==> src/rtl/fpmul_arbiter_if.sv <==
// Bundle between the requester units, the shared-multiplier arbiter and the
// fpmul instance. "slave" is the arbiter's view, "master" the environment's.
interface fpmul_arbiter_if #(
    parameter int N = 4
);
    // Requester side
    logic [N-1:0]    req_valid;
    logic [N-1:0]    req_ready;
    logic [16*N-1:0] req_x1;
    logic [16*N-1:0] req_x2;
    logic            hold;
    // Multiplier side
    logic [15:0]     mul_x1;
    logic [15:0]     mul_x2;
    logic            mul_en;
    logic [15:0]     mul_y;
    logic            mul_ready;
    // Results and status
    logic [N-1:0]    rsp_valid;
    logic [15:0]     rsp_y;
    logic            busy;
    logic            err;

    modport slave (
        input  req_valid, req_x1, req_x2, hold, mul_y, mul_ready,
        output req_ready, mul_x1, mul_x2, mul_en, rsp_valid, rsp_y, busy, err
    );

    modport master (
        output req_valid, req_x1, req_x2, hold, mul_y, mul_ready,
        input  req_ready, mul_x1, mul_x2, mul_en, rsp_valid, rsp_y, busy, err
    );
endinterface

==> src/rtl/fpmul_arbiter.sv <==
// Shares one pipelined bfloat16 multiplier between N requesters. Grants at most
// one issue per cycle round-robin, tags each issue with its requester index in
// a LAT-deep pipeline aligned to mul_ready, and returns each result to its
// owner one cycle after the multiplier raises ready.
// Optional feature macro: FPMUL_ARB_PRIO_EN gives requester 0 absolute
// priority; the remaining requesters share round-robin among themselves.
module fpmul_arbiter #(
    parameter int N   = 4,
    parameter int IDW = 2,
    parameter int LAT = 3
) (
    input  logic           clk,
    input  logic           rst,
    fpmul_arbiter_if.slave bus
);
    localparam int CW = $clog2(LAT + 2);

    logic [IDW-1:0] rr_ptr;
    logic           grant_vld;
    logic [IDW-1:0] grant_idx;
    logic [IDW-1:0] cand;
    int             idx;
    logic [IDW+3:0] grant_lsb;
    logic [LAT-1:0] tag_vld;
    logic [IDW-1:0] tag_id [LAT];
    logic [CW-1:0]  inflight;
    logic [N-1:0]   rsp_valid;
    logic [15:0]    rsp_y;
    logic           err;

    // Pick the first valid requester searching cyclically from rr_ptr+1.
    always_comb begin
        // NOTE: every variable gets a default before any branch so no latch is inferred.
        grant_vld = 1'b0;
        grant_idx = '0;
        cand      = '0;
        idx       = 0;
        if (!rst && !bus.hold) begin
`ifdef FPMUL_ARB_PRIO_EN
            if (bus.req_valid[0]) begin
                grant_vld = 1'b1;
            end
`endif
            for (int k = 1; k <= N; k++) begin
                idx = int'(rr_ptr) + k;
                if (idx >= N) idx = idx - N;
                cand = IDW'(idx);
`ifdef FPMUL_ARB_PRIO_EN
                if (!grant_vld && cand != '0 && bus.req_valid[cand]) begin
`else
                if (!grant_vld && bus.req_valid[cand]) begin
`endif
                    grant_vld = 1'b1;
                    grant_idx = cand;
                end
            end
        end
    end

    assign grant_lsb  = {grant_idx, 4'b0000};
    assign bus.mul_en = grant_vld;

    // Present the granted requester's operands to the multiplier; zero when idle.
    always_comb begin
        bus.req_ready = '0;
        bus.mul_x1    = '0;
        bus.mul_x2    = '0;
        if (grant_vld) begin
            bus.req_ready[grant_idx] = 1'b1;
            bus.mul_x1 = bus.req_x1[grant_lsb +: 16];
            bus.mul_x2 = bus.req_x2[grant_lsb +: 16];
        end
    end

    // Remember the last round-robin winner so the search starts just past it.
    always_ff @(posedge clk or posedge rst) begin
        // NOTE: registers are written with non-blocking assignments so every flop samples pre-edge values.
        if (rst) begin
            rr_ptr <= IDW'(N - 1);
        end else if (grant_vld) begin
`ifdef FPMUL_ARB_PRIO_EN
            if (grant_idx != '0) rr_ptr <= grant_idx;
`else
            rr_ptr <= grant_idx;
`endif
        end
    end

    // Valid bits of the tag pipeline; the last stage lines up with mul_ready.
    always_ff @(posedge clk or posedge rst) begin
        if (rst) tag_vld <= '0;
        else     tag_vld <= (tag_vld << 1) | LAT'(grant_vld);
    end

    // Requester ids travelling alongside the valid bits.
    // NOTE: ids mean nothing without their valid bit, so this storage is not reset.
    always_ff @(posedge clk) begin
        tag_id[0] <= grant_idx;
        for (int s = 1; s < LAT; s++) tag_id[s] <= tag_id[s-1];
    end

    // Register the result toward its owner and flag any tag/ready disagreement.
    always_ff @(posedge clk or posedge rst) begin
        if (rst) begin
            rsp_valid <= '0;
            rsp_y     <= '0;
            err       <= 1'b0;
        end else begin
            rsp_valid <= '0;
            if (bus.mul_ready && tag_vld[LAT-1]) begin
                rsp_valid[tag_id[LAT-1]] <= 1'b1;
                rsp_y                    <= bus.mul_y;
            end
            if (bus.mul_ready != tag_vld[LAT-1]) err <= 1'b1;
        end
    end

    // Count operations from issue until their response pulse has been delivered.
    always_ff @(posedge clk or posedge rst) begin
        if (rst) begin
            inflight <= '0;
        end else begin
            case ({grant_vld, |rsp_valid})
                2'b10:   inflight <= inflight + 1'b1;
                2'b01:   inflight <= inflight - 1'b1;
                default: inflight <= inflight;
            endcase
        end
    end

    assign bus.rsp_valid = rsp_valid;
    assign bus.rsp_y     = rsp_y;
    assign bus.err       = err;
    assign bus.busy      = (inflight != '0);
endmodule

==> src/flat_wrapper.sv <==
// flat-port wrapper written by rule: the top's interface ports become plain ports
module fpmul_arbiter_flat 
#(
    parameter int N   = 4,
    parameter int IDW = 2,
    parameter int LAT = 3
)
  (clk, rst, bus_req_valid, bus_req_x1, bus_req_x2, bus_hold, bus_mul_y, bus_mul_ready, bus_req_ready, bus_mul_x1, bus_mul_x2, bus_mul_en, bus_rsp_valid, bus_rsp_y, bus_busy, bus_err);
  fpmul_arbiter_if #(.N(N)) bus_i ();
  input  logic clk;
  input  logic rst;
  input wire logic [$bits(bus_i.req_valid)-1:0] bus_req_valid;
  input wire logic [$bits(bus_i.req_x1)-1:0] bus_req_x1;
  input wire logic [$bits(bus_i.req_x2)-1:0] bus_req_x2;
  input wire logic [$bits(bus_i.hold)-1:0] bus_hold;
  input wire logic [$bits(bus_i.mul_y)-1:0] bus_mul_y;
  input wire logic [$bits(bus_i.mul_ready)-1:0] bus_mul_ready;
  output wire logic [$bits(bus_i.req_ready)-1:0] bus_req_ready;
  output wire logic [$bits(bus_i.mul_x1)-1:0] bus_mul_x1;
  output wire logic [$bits(bus_i.mul_x2)-1:0] bus_mul_x2;
  output wire logic [$bits(bus_i.mul_en)-1:0] bus_mul_en;
  output wire logic [$bits(bus_i.rsp_valid)-1:0] bus_rsp_valid;
  output wire logic [$bits(bus_i.rsp_y)-1:0] bus_rsp_y;
  output wire logic [$bits(bus_i.busy)-1:0] bus_busy;
  output wire logic [$bits(bus_i.err)-1:0] bus_err;
  assign bus_i.req_valid = bus_req_valid;
  assign bus_i.req_x1 = bus_req_x1;
  assign bus_i.req_x2 = bus_req_x2;
  assign bus_i.hold = bus_hold;
  assign bus_i.mul_y = bus_mul_y;
  assign bus_i.mul_ready = bus_mul_ready;
  assign bus_req_ready = bus_i.req_ready;
  assign bus_mul_x1 = bus_i.mul_x1;
  assign bus_mul_x2 = bus_i.mul_x2;
  assign bus_mul_en = bus_i.mul_en;
  assign bus_rsp_valid = bus_i.rsp_valid;
  assign bus_rsp_y = bus_i.rsp_y;
  assign bus_busy = bus_i.busy;
  assign bus_err = bus_i.err;
  fpmul_arbiter #(.N(N), .IDW(IDW), .LAT(LAT)) u_core (.clk(clk), .rst(rst), .bus(bus_i));
endmodule
==> config.mk <==
export PLATFORM = sky130hd
export DESIGN_NAME = fpmul_arbiter_flat
export DESIGN_NICKNAME = d
export VERILOG_FILES = /design/src/rtl/fpmul_arbiter_if.sv /design/src/rtl/fpmul_arbiter.sv /design/src/flat_wrapper.sv
export SDC_FILE = /design/constraint.sdc
export NUM_CORES = 1
export LEC_CHECK = 0
export BUFFER_PORTS_ARGS = -buffer_cell sky130_fd_sc_hd__buf_2
export CAP_MARGIN = 20
export CORE_ASPECT_RATIO = 0.75
export CORE_UTILIZATION = 37
export DETAILED_ROUTE_END_ITERATION = 16
export GPL_ROUTABILITY_DRIVEN = 0
export HOLD_SLACK_MARGIN = 0.1
export PLACE_DENSITY = 0.81
export SLEW_MARGIN = 20
export SYNTH_ARGS = -nofsm -noshare
export SYNTH_HDL_FRONTEND = slang
export SYNTH_SLANG_ARGS = --single-unit
==> constraint.sdc <==
create_clock -name clk -period 2.4 [get_ports clk]
set_clock_uncertainty 0.05 [all_clocks]
set_input_delay 0.24 -clock clk [delete_from_list [all_inputs] [get_ports clk]]
set_output_delay 0.24 -clock clk [all_outputs]
set_load 0.05 [all_outputs]
==> results of run 1 <==
-- flip-flops by register name, indices dropped and copies added (netlist names) --
| register | cells |
|---|---|
| u_core.tag_vld | 3 |
| u_core.rr_ptr | 2 |
| u_core.bus.err | 1 |
| u_core.bus.rsp_y | 16 |
| u_core.inflight | 3 |
| u_core.bus.rsp_valid | 4 |
| u_core.tag_id | 6 |
-- cell usage after synthesis --
master / number
a21oi_1: 1
buf_6: 2
o22ai_1: 32
buf_2: 8
nor4_1: 1
and3_1: 2
nor2_1: 4
mux2_2: 6
a221oi_4: 1
a21o_1: 1
or3_1: 3
nor3b_1: 1
xor2_1: 2
nand2b_1: 3
mux2_1: 10
or2_2: 1
inv_2: 2
ha_1: 2
xnor2_1: 1
fa_1: 1
dfstp_2: 2
mux2i_1: 65
buf_1: 3
o21ai_1: 1
and2_1: 1
and3b_1: 1
clkbuf_1: 3
dfxtp_1: 6
or4_1: 1
o211ai_1: 1
o221ai_1: 1
inv_1: 5
dfrtp_1: 27
nor3_1: 2
buf_4: 1
nand2_1: 4
-- where the power goes --
part	switching [mW]	internal, mW	total [mW]
registers	0.0620	0.699	0.761
clock network	0.209	0.309	0.518
logic	1.20	1.09	2.29
-- cell families (layout without fill, tap and decap cells) --
family	Yosys count	in the layout	synth area share
and+or+nand+nor	24	24	0.05863
muxes	81	81	0.3673
xor gates and xnor gates	3	3	0.01162
buffers and inverters	24	258	0.05255
DFF	35	35	0.3750
AOI/OAI and AO/OA	38	38	0.1150
adders and majority gates	3	3	0.01991
-- final cells by class --
type / count / area [sq um]
Tap cell: 78 / 97.59
Multi-Input combinational cell: 149 / 1629
Inverter: 7 / 26.28
Timing Repair Buffer: 243 / 1679
Sequential cell: 35 / 848.3
Clock inverter: 3 / 43.79
Fill cell: 434 / 1463
Clock buffer: 5 / 68.82
-- worst max-delay path, delay by kind of cell, from the launching register on --
kind	cells	cell delay, ps
AO/OA/AOI/OAI	3	510
AND/OR/NAND/NOR	1	130
flip-flops	1	560
buffers and inverters	4	580
multiplexers	1	270
-- per-stage QoR --
| step | utilization | setup TNS [ps] | instance area (sq um) |
|---|---|---|---|
| finish | 0.7502 | -5474 | 4393 |
| global route | 0.7502 | -8079 | 4393 |
| CTS | 0.7115 | -4618 | 4167 |
| detailed placement | 0.6209 | -13.49 | 3636 |
| global placement | 0.6209 | 0 | 3636 |
| floorplan | - | -1802 | 2397 |
-- how the worst max path moves through the flow --
stage,from,end,slack [ps]
after CTS,u_core.rr_ptr[0]$_DFFE_PP1P_,bus_mul_x1[10],-170
after global routing,u_core.rr_ptr[0]$_DFFE_PP1P_,bus_mul_x1[11],-330
after detailed placement,u_core.rr_ptr[0]$_DFFE_PP1P_,bus_mul_x1[4],-10
after floorplan,u_core.rr_ptr[0]$_DFFE_PP1P_,bus_mul_x2[2],-170
after global placement,u_core.rr_ptr[0]$_DFFE_PP1P_,bus_mul_x1[4],110
final,u_core.rr_ptr[0]$_DFFE_PP1P_,bus_mul_x1[11],-240
-- layer usage --
metal | share of wire | vias to the layer above | routed length [um] | GRT usage
met2 | 0.54 | 113 | 4852 | 0.5033
met4 | 0.011 | 0 | 100 | 0.06076
met5 | 0 | - | 0 | 0
met3 | 0.068 | 13 | 612 | 0.07127
met1 | 0.38 | 1268 | 3453 | 0.2772
li1 | - | 1255 | - | -
-- what timing repair did --
action,CTS,global route
pin swaps,7,8
setup endpoints to repair,36,36
setup buffers,9,3
hold buffers,1,0
hold endpoints to repair,6,0
gates cloned,1,3
gates resized for setup,86,24
==> key figures, run 1 <==
Drt
  • Vias/cell: 5.094
  • Via count: 2,649
  • Drt initial violations: 86
  • First drt pass iteration count: 4
  • Antenna Nets Post-Route: 0
  • WL/cell: 17.34 um
  • Post-Route WL: 9.019 mm
  • Residual DRC: 0

Clock tree
  • CTS tree: built
  • Bufs on Longest Clock Path: 2
  • Worst skew pair latency: 290 ps
  • Root buffer cell: clkbuf_8
  • Cts bufs inserted: 5
  • CTS sink count: 35
  • CTS clock-pin slew for the worst setup and hold paths: 70 ps
  • Htree depth: 2

Setup path
  • Critical Path AT: 2350 ps
  • Crit-path max FO: 5
  • CP startpoint kind: flop
  • Critical Path RT: 2110 ps
  • Reg2reg end: u_core.inflight[2]$_DFFE_PP0P_
  • Most frequent CP cell: buf_12
  • Crit. End Element: output port
  • Reg2Reg Setup Slack: 510 ps
  • Max incr delay on CP: 560 ps
  • RR Startpoint: u_core.bus.rsp_valid[1]$_DFF_PP0_
  • Slowest cell on crit path: dfstp_2
  • R2R depth: 7
  • WS Path Type: reg2out
  • Worst path cell trace: nand2b_4 > o21ai_2 > a221oi_4 > buf_12 > buf_12 > buf_12 > mux2i_1 > o22ai_2 > buf_6

Final layout
  • Layout cell share with drive strength beyond 1: 0.7104
  • Commonest non-fill, non-tap cell in the layout: buf_2
  • Fin cells: 520
  • Ant. Diodes: 0
  • Final nets: 596
  • Commonest non-fill, non-tap cells in the layout: 174 x buf_2, 41 x mux2i_1, 30 x buf_6
  • Area grow syn2layout: 94.19%

STA
  • Final setup fails: 35
  • Final count of hold timing violations: 0
  • RSZ-0062 raised after global routing: true
  • Post-route setup slack: -238.2 ps
  • Worst-case headroom to the max-slew limit: 0.4959
  • Measured slew at the worst slew-check pin: 756.2 ps
  • Final period util: 1.099
  • Slew Limit Fails: 0
  • Minimum clock period: 2638 ps
  • Post-Route Hold Slack: 122.6 ps
  • Fmax: 379.0 MHz

Synth
  • Mapped Cells: 208
  • Top-area cell type share of the netlist area: 0.2987
  • Yosys cell types: 36
  • Cell area after synthesis: 0.002262 sq mm
  • Yosys warning total: 0
  • Register area share after synthesis: 0.3750
  • Post-synth top area cell: dfrtp_1
  • Syn nets: 363
  • FF+latch count, synth: 35
  • Top post-synthesis cells by area: dfrtp_1 30%, mux2i_1 29%, o22ai_1 8.8%
  • Mean Syn Cell Area: 10.88 sq um

Hold path
  • Worst min path class: in2reg
  • Hold path cells: 2
  • Worst min-delay path startpoint: bus_mul_y[6]
  • Hold EP: u_core.bus.rsp_y[6]$_DFFE_PP0P_

Floorplanning
  • Die width: 92.29 um
  • Chip height: 69.72 um
  • Rows: 24
  • Initial Util: 0.3863
  • Die Area: 0.006434 sq mm
  • # IOs: 211
  • Core box area: 0.005856 sq mm

Power
  • Pwr/cell area: 812.4 mW/mm^2
  • Leak: 2.258 nW
  • Peak supply drop: 381.4 uV
  • Total power draw: 3.569 mW

Flow run
  • Max Cap Violations: 0

Global route
  • Global-route wire length before repair: 12.99 mm
  • Initial antenna violation count: 0
  • Pin count of the biggest net entering global routing: 36
  • Vias in the first global route: 2,692
  • GRT Total Usage: 0.2600
  • Gr ovfl total: 0

Placed design
  • Port bufs: 210
  • Placed Cells incl. Taps: 495
  • Post-DP HPWL: 6.260 mm
  • Place WS: -11.27 ps

Outcome
  • Failing checks: negative setup slack
  • Status: finished with violations
Note: power is estimated with default switching activity, not from simulation.
==> run 2: changes to the inputs <==
--- a/config.mk
+++ b/config.mk
@@ -7,7 +7,7 @@
 export LEC_CHECK = 0
 export BUFFER_PORTS_ARGS = -buffer_cell sky130_fd_sc_hd__buf_2
 export CAP_MARGIN = 20
-export CORE_ASPECT_RATIO = 0.75
+export CORE_ASPECT_RATIO = 0.6
 export CORE_UTILIZATION = 37
 export DETAILED_ROUTE_END_ITERATION = 16
 export GPL_ROUTABILITY_DRIVEN = 0
==> key figures, run 2 (same netlist as run 1, synthesis figures left out) <==
Drt
  • First drt pass iteration count: 4 (unchanged)
  • Drt initial violations: 67 (was 86)
  • Via count: 2,634 (was 2,649)
  • Post-Route WL: 8.732 mm (was 9.019 mm)
  • Antenna Nets Post-Route: 0 (unchanged)
  • WL/cell: 16.89 um (was 17.34 um)
  • Vias/cell: 5.095 (was 5.094)
  • Residual DRC: 0 (unchanged)

Clock tree
  • CTS tree: built (unchanged)
  • Root buffer cell: clkbuf_8 (unchanged)
  • Cts bufs inserted: 5 (unchanged)
  • CTS clock-pin slew for the worst setup and hold paths: 70 ps (about the same)
  • CTS sink count: 35 (unchanged)
  • Htree depth: 2 (unchanged)
  • Bufs on Longest Clock Path: 2 (unchanged)
  • Worst skew pair latency: 290 ps (about the same)

STA
  • Final setup fails: 35 (unchanged)
  • Post-route setup slack: -205.7 ps (was -238.2 ps)
  • Post-Route Hold Slack: 113.0 ps (was 122.6 ps)
  • Fmax: 383.8 MHz (was 379.0 MHz)
  • Worst-case headroom to the max-slew limit: 0.4585 (was 0.4959)
  • Measured slew at the worst slew-check pin: 812.2 ps (was 756.2 ps)
  • Final count of hold timing violations: 0 (unchanged)
  • Final period util: 1.086 (was 1.099)
  • RSZ-0062 raised after global routing: true (unchanged)
  • Minimum clock period: 2606 ps (was 2638 ps)
  • Slew Limit Fails: 0 (unchanged)

Final layout
  • Sequential cell area: 848.3 sq um (unchanged)
  • Final nets: 591 (was 596)
  • Biggest regs: u_core.bus.rsp_y (16), u_core.tag_id (6), u_core.bus.rsp_valid (4) (unchanged)
  • Multi-input gate area: 0.001692 sq mm (was 0.001629 sq mm)
  • Ant. Diodes: 0 (unchanged)
  • Area grow syn2layout: 96.29% (was 94.19%)
  • Fillers: 404 (was 434)
  • Commonest non-fill, non-tap cell in the layout: buf_2 (unchanged)
  • Largest register FFs: 16 (unchanged)
  • Top reg by flops: u_core.bus.rsp_y (unchanged)
  • Layout cell share with drive strength beyond 1: 0.7231 (was 0.7104)
  • Fin util: 0.7752 (was 0.7502)
  • Commonest non-fill, non-tap cells in the layout: 174 x buf_2, 35 x mux2i_1, 28 x buf_6 (was 174 x buf_2, 41 x mux2i_1, 30 x buf_6)

Setup path
  • Max incr delay on CP: 550 ps (was 560 ps)
  • Worst path cell trace: nand2b_4 > o21ai_4 > a221oi_4 > buf_12 > buf_12 > mux2i_1 > o22ai_2 > buf_6 (was nand2b_4 > o21ai_2 > a221oi_4 > buf_12 > buf_12 > buf_12 > mux2i_1 > o22ai_2 > buf_6)
  • Crit-path max FO: 7 (was 5)
  • Critical Path AT: 2320 ps (was 2350 ps)
  • Crit. End Element: output port (unchanged)
  • Critical Path RT: 2110 ps (about the same)
  • Slowest cell on crit path: dfstp_2 (unchanged)
  • CP startpoint kind: flop (unchanged)
  • WS Path Type: reg2out (unchanged)
  • Most frequent CP cell: buf_12 (unchanged)
  • Largest delay contributor family on the critical path: flip-flops (was buffers and inverters)
  • Buf+Inv Stages, Crit Path: 3 (was 4)

Global route
  • Global-route wire length before repair: 12.45 mm (was 12.99 mm)
  • GRT Total Usage: 0.2507 (was 0.2600)
  • Pin count of the biggest net entering global routing: 33 (was 36)
  • Gr ovfl total: 0 (unchanged)
  • Vias in the first global route: 2,620 (was 2,692)
  • Initial antenna violation count: 0 (unchanged)

Floorplanning
  • Rows: 21 (was 24)
  • Die Area: 0.006441 sq mm (was 0.006434 sq mm)
  • Chip height: 62.57 um (was 69.72 um)
  • Initial Util: 0.3949 (was 0.3863)
  • # IOs: 211 (unchanged)
  • Core box area: 0.005728 sq mm (was 0.005856 sq mm)
  • Die width: 102.9 um (was 92.29 um)

Power
  • Gate power share: 0.635 (was 0.642)
  • Power share of the clock group: 0.153 (was 0.145)
  • Total power draw: 3.608 mW (was 3.569 mW)
  • Pwr/cell area: 812.6 mW/mm^2 (was 812.4 mW/mm^2)
  • Net Switching: 1.492 mW (was 1.474 mW)
  • Peak supply drop: 473.2 uV (was 381.4 uV)
  • Int Pwr: 2.116 mW (was 2.095 mW)
  • Leak: 2.231 nW (was 2.258 nW)
  • Switch share: 0.4136 (was 0.4129)
  • Seq pwr share: 0.212 (was 0.213)

Hold path
  • Worst min path class: in2reg (unchanged)

Outcome
  • Failing checks: negative setup slack (unchanged)
  • Status: finished with violations (unchanged)

Placed design
  • Place WS: -8.002 ps (was -11.27 ps)
  • Port bufs: 210 (unchanged)
  • Post-DP HPWL: 5.964 mm (was 6.260 mm)

Flow run
  • Max Cap Violations: 0 (unchanged)
[run 2: cell count changes in the layout (fill, tap and decap cells not counted), sizes merged]
cell and change:
clkinv -1, buf -5, clkbuf +1
[run 2: metal layers]
layer	GRT usage	wire length (um)
met3	0.04810	499
met1	0.2956	3359
met4	0.04930	90
met5	0	0
met2	0.4683	4783
[run 2: cell type report]
class,count,share of cell area
multi-input cells,149,0.3810
repair buffers,238,0.3731
flip-flops and latches,35,0.1910
well taps,80,0.02254
clock buffers,6,0.01860
clock inverters,2,0.007890
inverters,7,0.005917
[run 2: per-stage QoR]
step           cell area [sq um]  cells  setup TNS, ps
3_3_place_gp                3620    496              0
6_report                    4441    517          -3752
4_1_cts                     4205    515          -3834
3_5_place_dp                3620    496         -8.468
5_1_grt                     4441    517          -6808
2_1_floorplan               2397    208          -1802
[run 2: final timing paths]
check | from | end | slack, ps | cells past startpoint
worst min register to register | u_core.tag_id[0][2]$_DFF_P_ | u_core.tag_id[0][4]$_DFF_P_ | 280 | 0
worst min-delay path | bus_mul_y[5] | u_core.bus.rsp_y[5]$_DFFE_PP0P_ | 110 | 2
min in group asynchronous | rst | u_core.rr_ptr[0]$_DFFE_PP1P_ | 540 | 3
worst max-delay path | u_core.rr_ptr[0]$_DFFE_PP1P_ | bus_mul_x1[13] | -210 | 8
worst max register to register | u_core.bus.rsp_valid[1]$_DFF_PP0_ | u_core.inflight[2]$_DFFE_PP0P_ | 460 | 7
max in group asynchronous | rst | u_core.bus.rsp_y[3]$_DFFE_PP0P_ | 1410 | 4
[run 2: timing repair]
item | 4_1_cts | 5_1_grt
hold buffers | 1 | 0
resized for setup | 93 | 39
gates cloned | 2 | 3
setup endpoints to repair | 36 | 36
pin swaps | 10 | 12
hold endpoints to repair | 29 | 0
buffers inserted | 8 | 0
[run 2: power groups by stage]
stage | Sequential (mW) | Combinational [mW] | Clock (mW)
2_1_floorplan | 0.962 | 1.05 | 0
6_report | 0.763 | 2.29 | 0.554
3_3_place_gp | 0.763 | 1.64 | 0
5_1_grt | 0.774 | 2.40 | 0.578
4_1_cts | 0.761 | 2.09 | 0.560
3_5_place_dp | 0.775 | 1.68 | 0
